File: src/rtl/ram32_fifo_pkg.sv
// Shared constants and helpers for the 32-deep distributed-RAM FIFO controller.
package ram32_fifo_pkg;

    localparam int DEPTH  = 32;
    localparam int ADDR_W = 5;
    localparam int CNT_W  = 6;

    // Occupancy after one cycle; accept gating guarantees no wrap.
    function automatic logic [CNT_W-1:0] next_count(
        input logic [CNT_W-1:0] cnt,
        input logic             push,
        input logic             pop
    );
        return cnt + {{(CNT_W-1){1'b0}}, push} - {{(CNT_W-1){1'b0}}, pop};
    endfunction

endpackage

File: src/rtl/ram32_fifo_ctrl_flags.sv
// Status flags registered from the next-cycle occupancy so they align with COUNT.
module ram32_fifo_ctrl_flags
    import ram32_fifo_pkg::*;
#(
    parameter int AF_LEVEL = 28,
    parameter int AE_LEVEL = 4
) (
    input  logic             clk_i,
    input  logic             rst_n_i,
    input  logic [CNT_W-1:0] count_d_i,
    output logic             full_o,
    output logic             almost_full_o,
    output logic             empty_o,
    output logic             almost_empty_o
);

    localparam logic [CNT_W-1:0] FULL_CNT = CNT_W'(DEPTH);
    localparam logic [CNT_W-1:0] AF_CNT   = CNT_W'(AF_LEVEL);
    localparam logic [CNT_W-1:0] AE_CNT   = CNT_W'(AE_LEVEL);

    logic full_q;
    logic almost_full_q;
    logic empty_q;
    logic almost_empty_q;

    // Reset values match an occupancy of zero for any legal level setting.
    always_ff @(posedge clk_i) begin
        if (!rst_n_i) begin
            full_q         <= 1'b0;
            almost_full_q  <= 1'b0;
            empty_q        <= 1'b1;
            almost_empty_q <= 1'b1;
        end else begin
            full_q         <= (count_d_i == FULL_CNT);
            almost_full_q  <= (count_d_i >= AF_CNT);
            empty_q        <= (count_d_i == '0);
            almost_empty_q <= (count_d_i <= AE_CNT);
        end
    end

    assign full_o         = full_q;
    assign almost_full_o  = almost_full_q;
    assign empty_o        = empty_q;
    assign almost_empty_o = almost_empty_q;

endmodule

File: src/rtl/ram32_fifo_ctrl.sv
// Pointer, count and error-flag control for a FIFO built on 32x1 dual-port RAM slices.
// The RAM writes on the falling edge of RAM_WCLK, so an accepted push lands mid-cycle.
module ram32_fifo_ctrl
    import ram32_fifo_pkg::*;
#(
    parameter int WIDTH    = 8,
    parameter int AF_LEVEL = 28,
    parameter int AE_LEVEL = 4
) (
    input  logic              CLK,
    input  logic              RST_N,
    input  logic              WR_EN,
    input  logic [WIDTH-1:0]  WR_DATA,
    output logic              FULL,
    output logic              ALMOST_FULL,
    input  logic              RD_EN,
    output logic [WIDTH-1:0]  RD_DATA,
    output logic              EMPTY,
    output logic              ALMOST_EMPTY,
    output logic [CNT_W-1:0]  COUNT,
    output logic              OVERFLOW,
    output logic              UNDERFLOW,
    output logic              RAM_WCLK,
    output logic [ADDR_W-1:0] RAM_A,
    output logic [WIDTH-1:0]  RAM_D,
    output logic              RAM_WE,
    output logic [ADDR_W-1:0] RAM_DPRA,
    input  logic [WIDTH-1:0]  RAM_DPO
);

    logic [ADDR_W-1:0] wr_ptr_q, wr_ptr_d;
    logic [ADDR_W-1:0] rd_ptr_q, rd_ptr_d;
    logic [CNT_W-1:0]  count_q, count_d;
    logic              overflow_q, overflow_d;
    logic              underflow_q, underflow_d;

    logic full;
    logic empty;
    logic push_ok;
    logic pop_ok;

    assign push_ok = WR_EN & ~full;
    assign pop_ok  = RD_EN & ~empty;

    always_comb begin
        wr_ptr_d    = wr_ptr_q + {{(ADDR_W-1){1'b0}}, push_ok};
        rd_ptr_d    = rd_ptr_q + {{(ADDR_W-1){1'b0}}, pop_ok};
        count_d     = next_count(count_q, push_ok, pop_ok);
        overflow_d  = overflow_q  | (WR_EN & full);
        underflow_d = underflow_q | (RD_EN & empty);
    end

    always_ff @(posedge CLK) begin
        if (!RST_N) begin
            wr_ptr_q    <= '0;
            rd_ptr_q    <= '0;
            count_q     <= '0;
            overflow_q  <= 1'b0;
            underflow_q <= 1'b0;
        end else begin
            wr_ptr_q    <= wr_ptr_d;
            rd_ptr_q    <= rd_ptr_d;
            count_q     <= count_d;
            overflow_q  <= overflow_d;
            underflow_q <= underflow_d;
        end
    end

    ram32_fifo_ctrl_flags #(
        .AF_LEVEL (AF_LEVEL),
        .AE_LEVEL (AE_LEVEL)
    ) u_flags (
        .clk_i          (CLK),
        .rst_n_i        (RST_N),
        .count_d_i      (count_d),
        .full_o         (full),
        .almost_full_o  (ALMOST_FULL),
        .empty_o        (empty),
        .almost_empty_o (ALMOST_EMPTY)
    );

    // Gating with RST_N keeps a reset cycle from writing a slot at the falling edge.
    assign RAM_WE    = push_ok & RST_N;
    assign RAM_WCLK  = CLK;
    assign RAM_A     = wr_ptr_q;
    assign RAM_D     = WR_DATA;
    assign RAM_DPRA  = rd_ptr_q;
    assign RD_DATA   = RAM_DPO;

    assign FULL      = full;
    assign EMPTY     = empty;
    assign COUNT     = count_q;
    assign OVERFLOW  = overflow_q;
    assign UNDERFLOW = underflow_q;

endmodule

File: config.mk
export PLATFORM = sky130hd
export DESIGN_NAME = ram32_fifo_ctrl
export DESIGN_NICKNAME = d
export VERILOG_FILES = /design/src/rtl/ram32_fifo_pkg.sv /design/src/rtl/ram32_fifo_ctrl_flags.sv /design/src/rtl/ram32_fifo_ctrl.sv
export SDC_FILE = /design/constraint.sdc
export NUM_CORES = 1
export LEC_CHECK = 0
export CAP_MARGIN = 20
export CORE_MARGIN = 5
export CORE_UTILIZATION = 39
export CTS_BUF_LIST = sky130_fd_sc_hd__clkbuf_4 sky130_fd_sc_hd__clkbuf_8 sky130_fd_sc_hd__clkbuf_16
export DETAILED_ROUTE_END_ITERATION = 10
export PLACE_DENSITY = 0.8
export REMOVE_ABC_BUFFERS = 1
export SYNTH_ARGS = -nofsm -noshare
export SYNTH_HDL_FRONTEND = slang
export SYNTH_HIERARCHICAL = 1
export SYNTH_SLANG_ARGS = --single-unit
File: constraint.sdc
create_clock -name CLK -period 2.8 [get_ports CLK]
set_input_delay 0.42 -clock CLK [delete_from_list [all_inputs] [get_ports CLK]]
set_output_delay 0.42 -clock CLK [all_outputs]
set_load 0.05 [all_outputs]
**Word level (Yosys, flattened, before mapping)**

Cells that the tools add are included.

- Output and inout port bits: 40
- Word-level logic and storage cells: 26
- Bits of input ports: 20
- Bits in registers: 22

- $lt $le $gt $ge: 2
- Reductions and logical operators: 1
- Bitwise operators: 9
- Eq/ne operators: 1
- $add $sub $neg: 4

Operators with widths:

| operator | count |
|---|---|
| 5-bit by 1-bit adder with 5-bit output | 2 |
| 6-bit by 1-bit adder with 6-bit output | 1 |
| 6-bit equality test, second input constant | 1 |
| 6-bit by 5-bit greater-or-equal comparator with 1-bit output, second input constant | 1 |
| 6-bit by 3-bit <= comparator with 1-bit output, second input constant | 1 |
| 6-bit zero test | 1 |
| 6-bit by 1-bit subtractor with 6-bit output | 1 |
| 1-bit AND | 5 |
| 1-bit NOT | 2 |
| 1-bit OR | 2 |

**Depth between registers and ports, before layout**

- Depth in word-level cells: 5
- Depth in mapped cells: 11

**Cells and area by module**

The synthesis kept the hierarchy.

Modules (own cells, without submodules):

| module | sequential area each (µm²) | instances | cells each | area each (µm²) |
|---|---|---|---|---|
| ram32_fifo_ctrl | 360.3 | 1 | 101 | 982.2 |
| ram32_fifo_ctrl_flags | 80.1 | 1 | 12 | 155.1 |

==> insert_results.sql <==
INSERT INTO impl_metrics (metric_group, metric, value, unit) VALUES
('logic_synthesis', 'synth_simple_gate_area_frac', '0.178', ''),
('sta', 'final_hold_viol_count', '0', ''),
('placed_design', 'postPlaceCellArea', '0.00137', 'mm2'),
('setup_path', 'worst_setup_path_end_kind', 'primary output', ''),
('grt', 'grt_use_met3', '0.0771', ''),
('power_and_ir_drop', 'p_leak', '0.000618', 'uW'),
('clock_tree', 'clock_insertion_delay_worst_skew', '400', 'ps'),
('floorplan', 'width_of_the_die', '64', 'um'),
('placed_design', 'dp_hpwl', '1860', 'um'),
('grt', 'grt-busiest-layer', 'met2', ''),
('setup_path', 'timing.critical_path.cells', 'clkbuf_4, clkbuf_4, clkdlybuf4s50_1', ''),
('routing', 'remaining_drc_errors', '0', ''),
('power_and_ir_drop', 'power_density', '1270', 'mW/mm2'),
('logic_synthesis', 'yosys_register_bits', '22', ''),
('floorplan', 'fp.coreArea', '0.00278', 'mm2'),
('floorplan', 'die_height', '64', 'um'),
('sta', 'max-slew-margin-rel', '0.660', ''),
('setup_path', 'cp_data_arrival_time', '2330', 'ps'),
('floorplan', 'initial_utilization', '0.409', ''),
('final_layout', 'n_diodes', '0', ''),
('clock_tree', 'cts_setup_buffers', '0', ''),
('power_and_ir_drop', 'ir_worst_vdd', '0.866', 'mV'),
('sta', 'timing.final.max_slew_violations', '0', ''),
('placed_design', 'count_of_input_and_output_buffers', '27', ''),
('final_layout', 'fillers', '276', ''),
('routing', 'final_antenna_net_count', '0', ''),
('final_layout', 'post-route-util', '0.512', ''),
('sta', 'worstMarginPinSlew', '509', 'ps'),
('grt', 'grt_use_met2', '0.175', ''),
('hold_path', 'holdCritPathClass', 'register to register', ''),
('logic_synthesis', 'yosys.cell_types.count', '23', ''),
('sta', 'unrepaired_setup_endpoints_after_global_routing', 'no', ''),
('setup_path', 'crit_slowest_cell', 'sky130_fd_sc_hd__clkdlybuf4s50_1', ''),
('final_layout', 'flip_flop_and_latch_area', '440', 'um2'),
('clock_tree', 'hold_buf_cts', '0', ''),
('routing', 'drt-pass1-iter-count', '2', ''),
('logic_synthesis', 'yosysSeqAreaShare', '0.387', ''),
('logic_synthesis', 'yosys.area_share.xor_xnor', '0.0770', ''),
('power_and_ir_drop', 'share_seq_of_total_power', '0.238', ''),
('grt', 'antenna_found_initial', '0', ''),
('final_layout', 'cell_area_after_layout', '0.00142', 'mm2'),
('setup_path', 'start_kind', 'clock port', ''),
('sta', 'final-setup-viol-count', '0', ''),
('final_layout', 'multi_input_comb_area', '539', 'um2'),
('logic_synthesis', 'syn-cell-area', '0.00114', 'mm2'),
('sta', 'skew', '1.59', 'ps'),
('logic_synthesis', 'dominant_combinational_cell_family_by_area_after_synthesis', 'simple AND/OR/NAND/NOR gates', ''),
('placed_design', 'placedCellCount', '160', ''),
('clock_tree', 'clock_tree_from_tritoncts', 'built', ''),
('power_and_ir_drop', 'clock_power_share', '0.174', ''),
('setup_path', 'timing.critical_path.slowest_cell_delay', '690', 'ps'),
('logic_synthesis', 'syn-instance-count', '113', ''),
('clock_tree', 'clk_pin_slew_worst_paths', '110', 'ps'),
('power_and_ir_drop', 'pwr-share-comb', '0.588', ''),
('clock_tree', 'cts-resized-gates', '0', ''),
('final_layout', 'finalNonFillerCells', '167', ''),
('floorplan', 'io-pin-count', '60', ''),
('power_and_ir_drop', 'power_switching', '824', 'uW'),
('floorplan', 'fp.dieArea', '0.00410', 'mm2'),
('status', 'status', 'complete, no violations', ''),
('placed_design', 'finalWeightedCongestion', '0.861', ''),
('routing', 'iteration_0_drc_count_of_the_detailed_router', '26', ''),
('routing', 'viasPerCell', '4.94', ''),
('grt', 'grt_overflow', '0', ''),
('flow_run', 'cap_violations', '0', ''),
('setup_path', 'worst-setup-path-type', 'clock port to primary output', ''),
('floorplan', 'fp-row-count', '19', ''),
('final_layout', 'area_growth_syn_to_layout', '25.2', '%'),
('grt', 'first_pass_grt_wire_length', '4090', 'um'),
('setup_path', 'required', '2380', 'ps'),
('final_layout', 'layout.nets', '168', '');
==> sequential cells by signal (all words and copies together) (netlist names) <==
register	count
OVERFLOW	1
u_flags/full_o	1
RAM_DPRA	5
u_flags/empty_o	1
RAM_A	5
u_flags/almost_full_o	1
UNDERFLOW	1
u_flags/almost_empty_o	1
COUNT	6
==> stage by stage <==
step	setup WS (ps)	hold slack (ps)	setup TNS, ps	total power [uW]
floorplan	151	420	0	1150
global placement	-208	472	-555	1560
detailed placement	-281	488	-849	1580
CTS	37.2	520	0	1830
global route	35.2	552	0	1950
finish	53.4	514	0	1800
==> logic make-up (layout without fill, tap and decap cells) <==
family | after synthesis | count (layout)
AO/OA/AOI/OAI | 13 | 13
XOR/XNOR | 10 | 10
adder cells (fa/ha/maj) | 11 | 11
buffers and inverters | 25 | 48
flip-flops | 22 | 22
AND/OR/NAND/NOR | 32 | 32
==> cell usage in the layout, fill, tap and decap left out, types with 2 or more instances in the layout <==
cell type                         count
sky130_fd_sc_hd__clkdlybuf4s50_1     26
sky130_fd_sc_hd__nor2b_1              6
sky130_fd_sc_hd__inv_1                7
sky130_fd_sc_hd__xnor2_1              6
sky130_fd_sc_hd__nand3_1              5
sky130_fd_sc_hd__and2_1              16
sky130_fd_sc_hd__a21oi_2              2
sky130_fd_sc_hd__a21oi_1              4
sky130_fd_sc_hd__a21o_1               3
sky130_fd_sc_hd__xor2_1               4
sky130_fd_sc_hd__buf_4                8
sky130_fd_sc_hd__clkbuf_4             6
sky130_fd_sc_hd__ha_1                10
sky130_fd_sc_hd__dfxtp_1             22
==> power groups by stage <==
stage	registers, uW	clock network (uW)	logic [uW]
final	428	314	1060
after global routing	438	354	1160
after CTS	430	330	1070
after detailed placement	437	82.4	1070
after global placement	434	82.4	1040
after floorplan	663	0	490
==> worst paths after layout <==
kind,startpoint,to,slack [ps],cells after the start
setup reg to reg,u_flags/full_o,u_flags/empty_o,330,9
hold reg to reg,OVERFLOW,OVERFLOW,510,2
setup / recovery,CLK,RAM_WCLK,50,3
hold / removal,OVERFLOW,OVERFLOW,510,2
==> per-layer routing <==
metal	wire length, um	up-vias	share of wire
li1	-	403	-
met1	984	369	0.42
met2	1020	49	0.44
met3	310	4	0.13
met4	19	0	0.0082
met5	0	-	0
==> layout make-up <==
class	instances	area share
multi-input cells	66	0.379
inverters	7	0.0185
clock buffers	8	0.0483
flip-flops and latches	22	0.309
repair buffers	33	0.218
well taps	31	0.0272
==> synth_stat cells, drive strengths merged <==
| library cell | number | share of area |
|---|---|---|
| a21o | 3 | 0.020 |
| a21oi | 6 | 0.033 |
| a31oi | 1 | 0.0055 |
| and2 | 16 | 0.088 |
| and3b | 1 | 0.0077 |
| buf | 17 | 0.11 |
| clkbuf | 1 | 0.0033 |
| dfxtp | 22 | 0.39 |
| fa | 1 | 0.018 |
| ha | 10 | 0.11 |
| inv | 7 | 0.023 |
| nand2 | 1 | 0.0033 |
| nand3 | 5 | 0.022 |
| nand4 | 1 | 0.0055 |
| nor2b | 6 | 0.033 |
| nor3 | 1 | 0.0088 |
| o21a | 1 | 0.0066 |
| o31ai | 1 | 0.019 |
| o41ai | 1 | 0.0077 |
| or4 | 1 | 0.0099 |
| xnor2 | 6 | 0.046 |
| xor2 | 4 | 0.031 |
==> critical path: cells and delay by family <==
kind | cells | cell delay, ps
buf+inv | 3 | 920
Power figures use the tool's default switching activity.
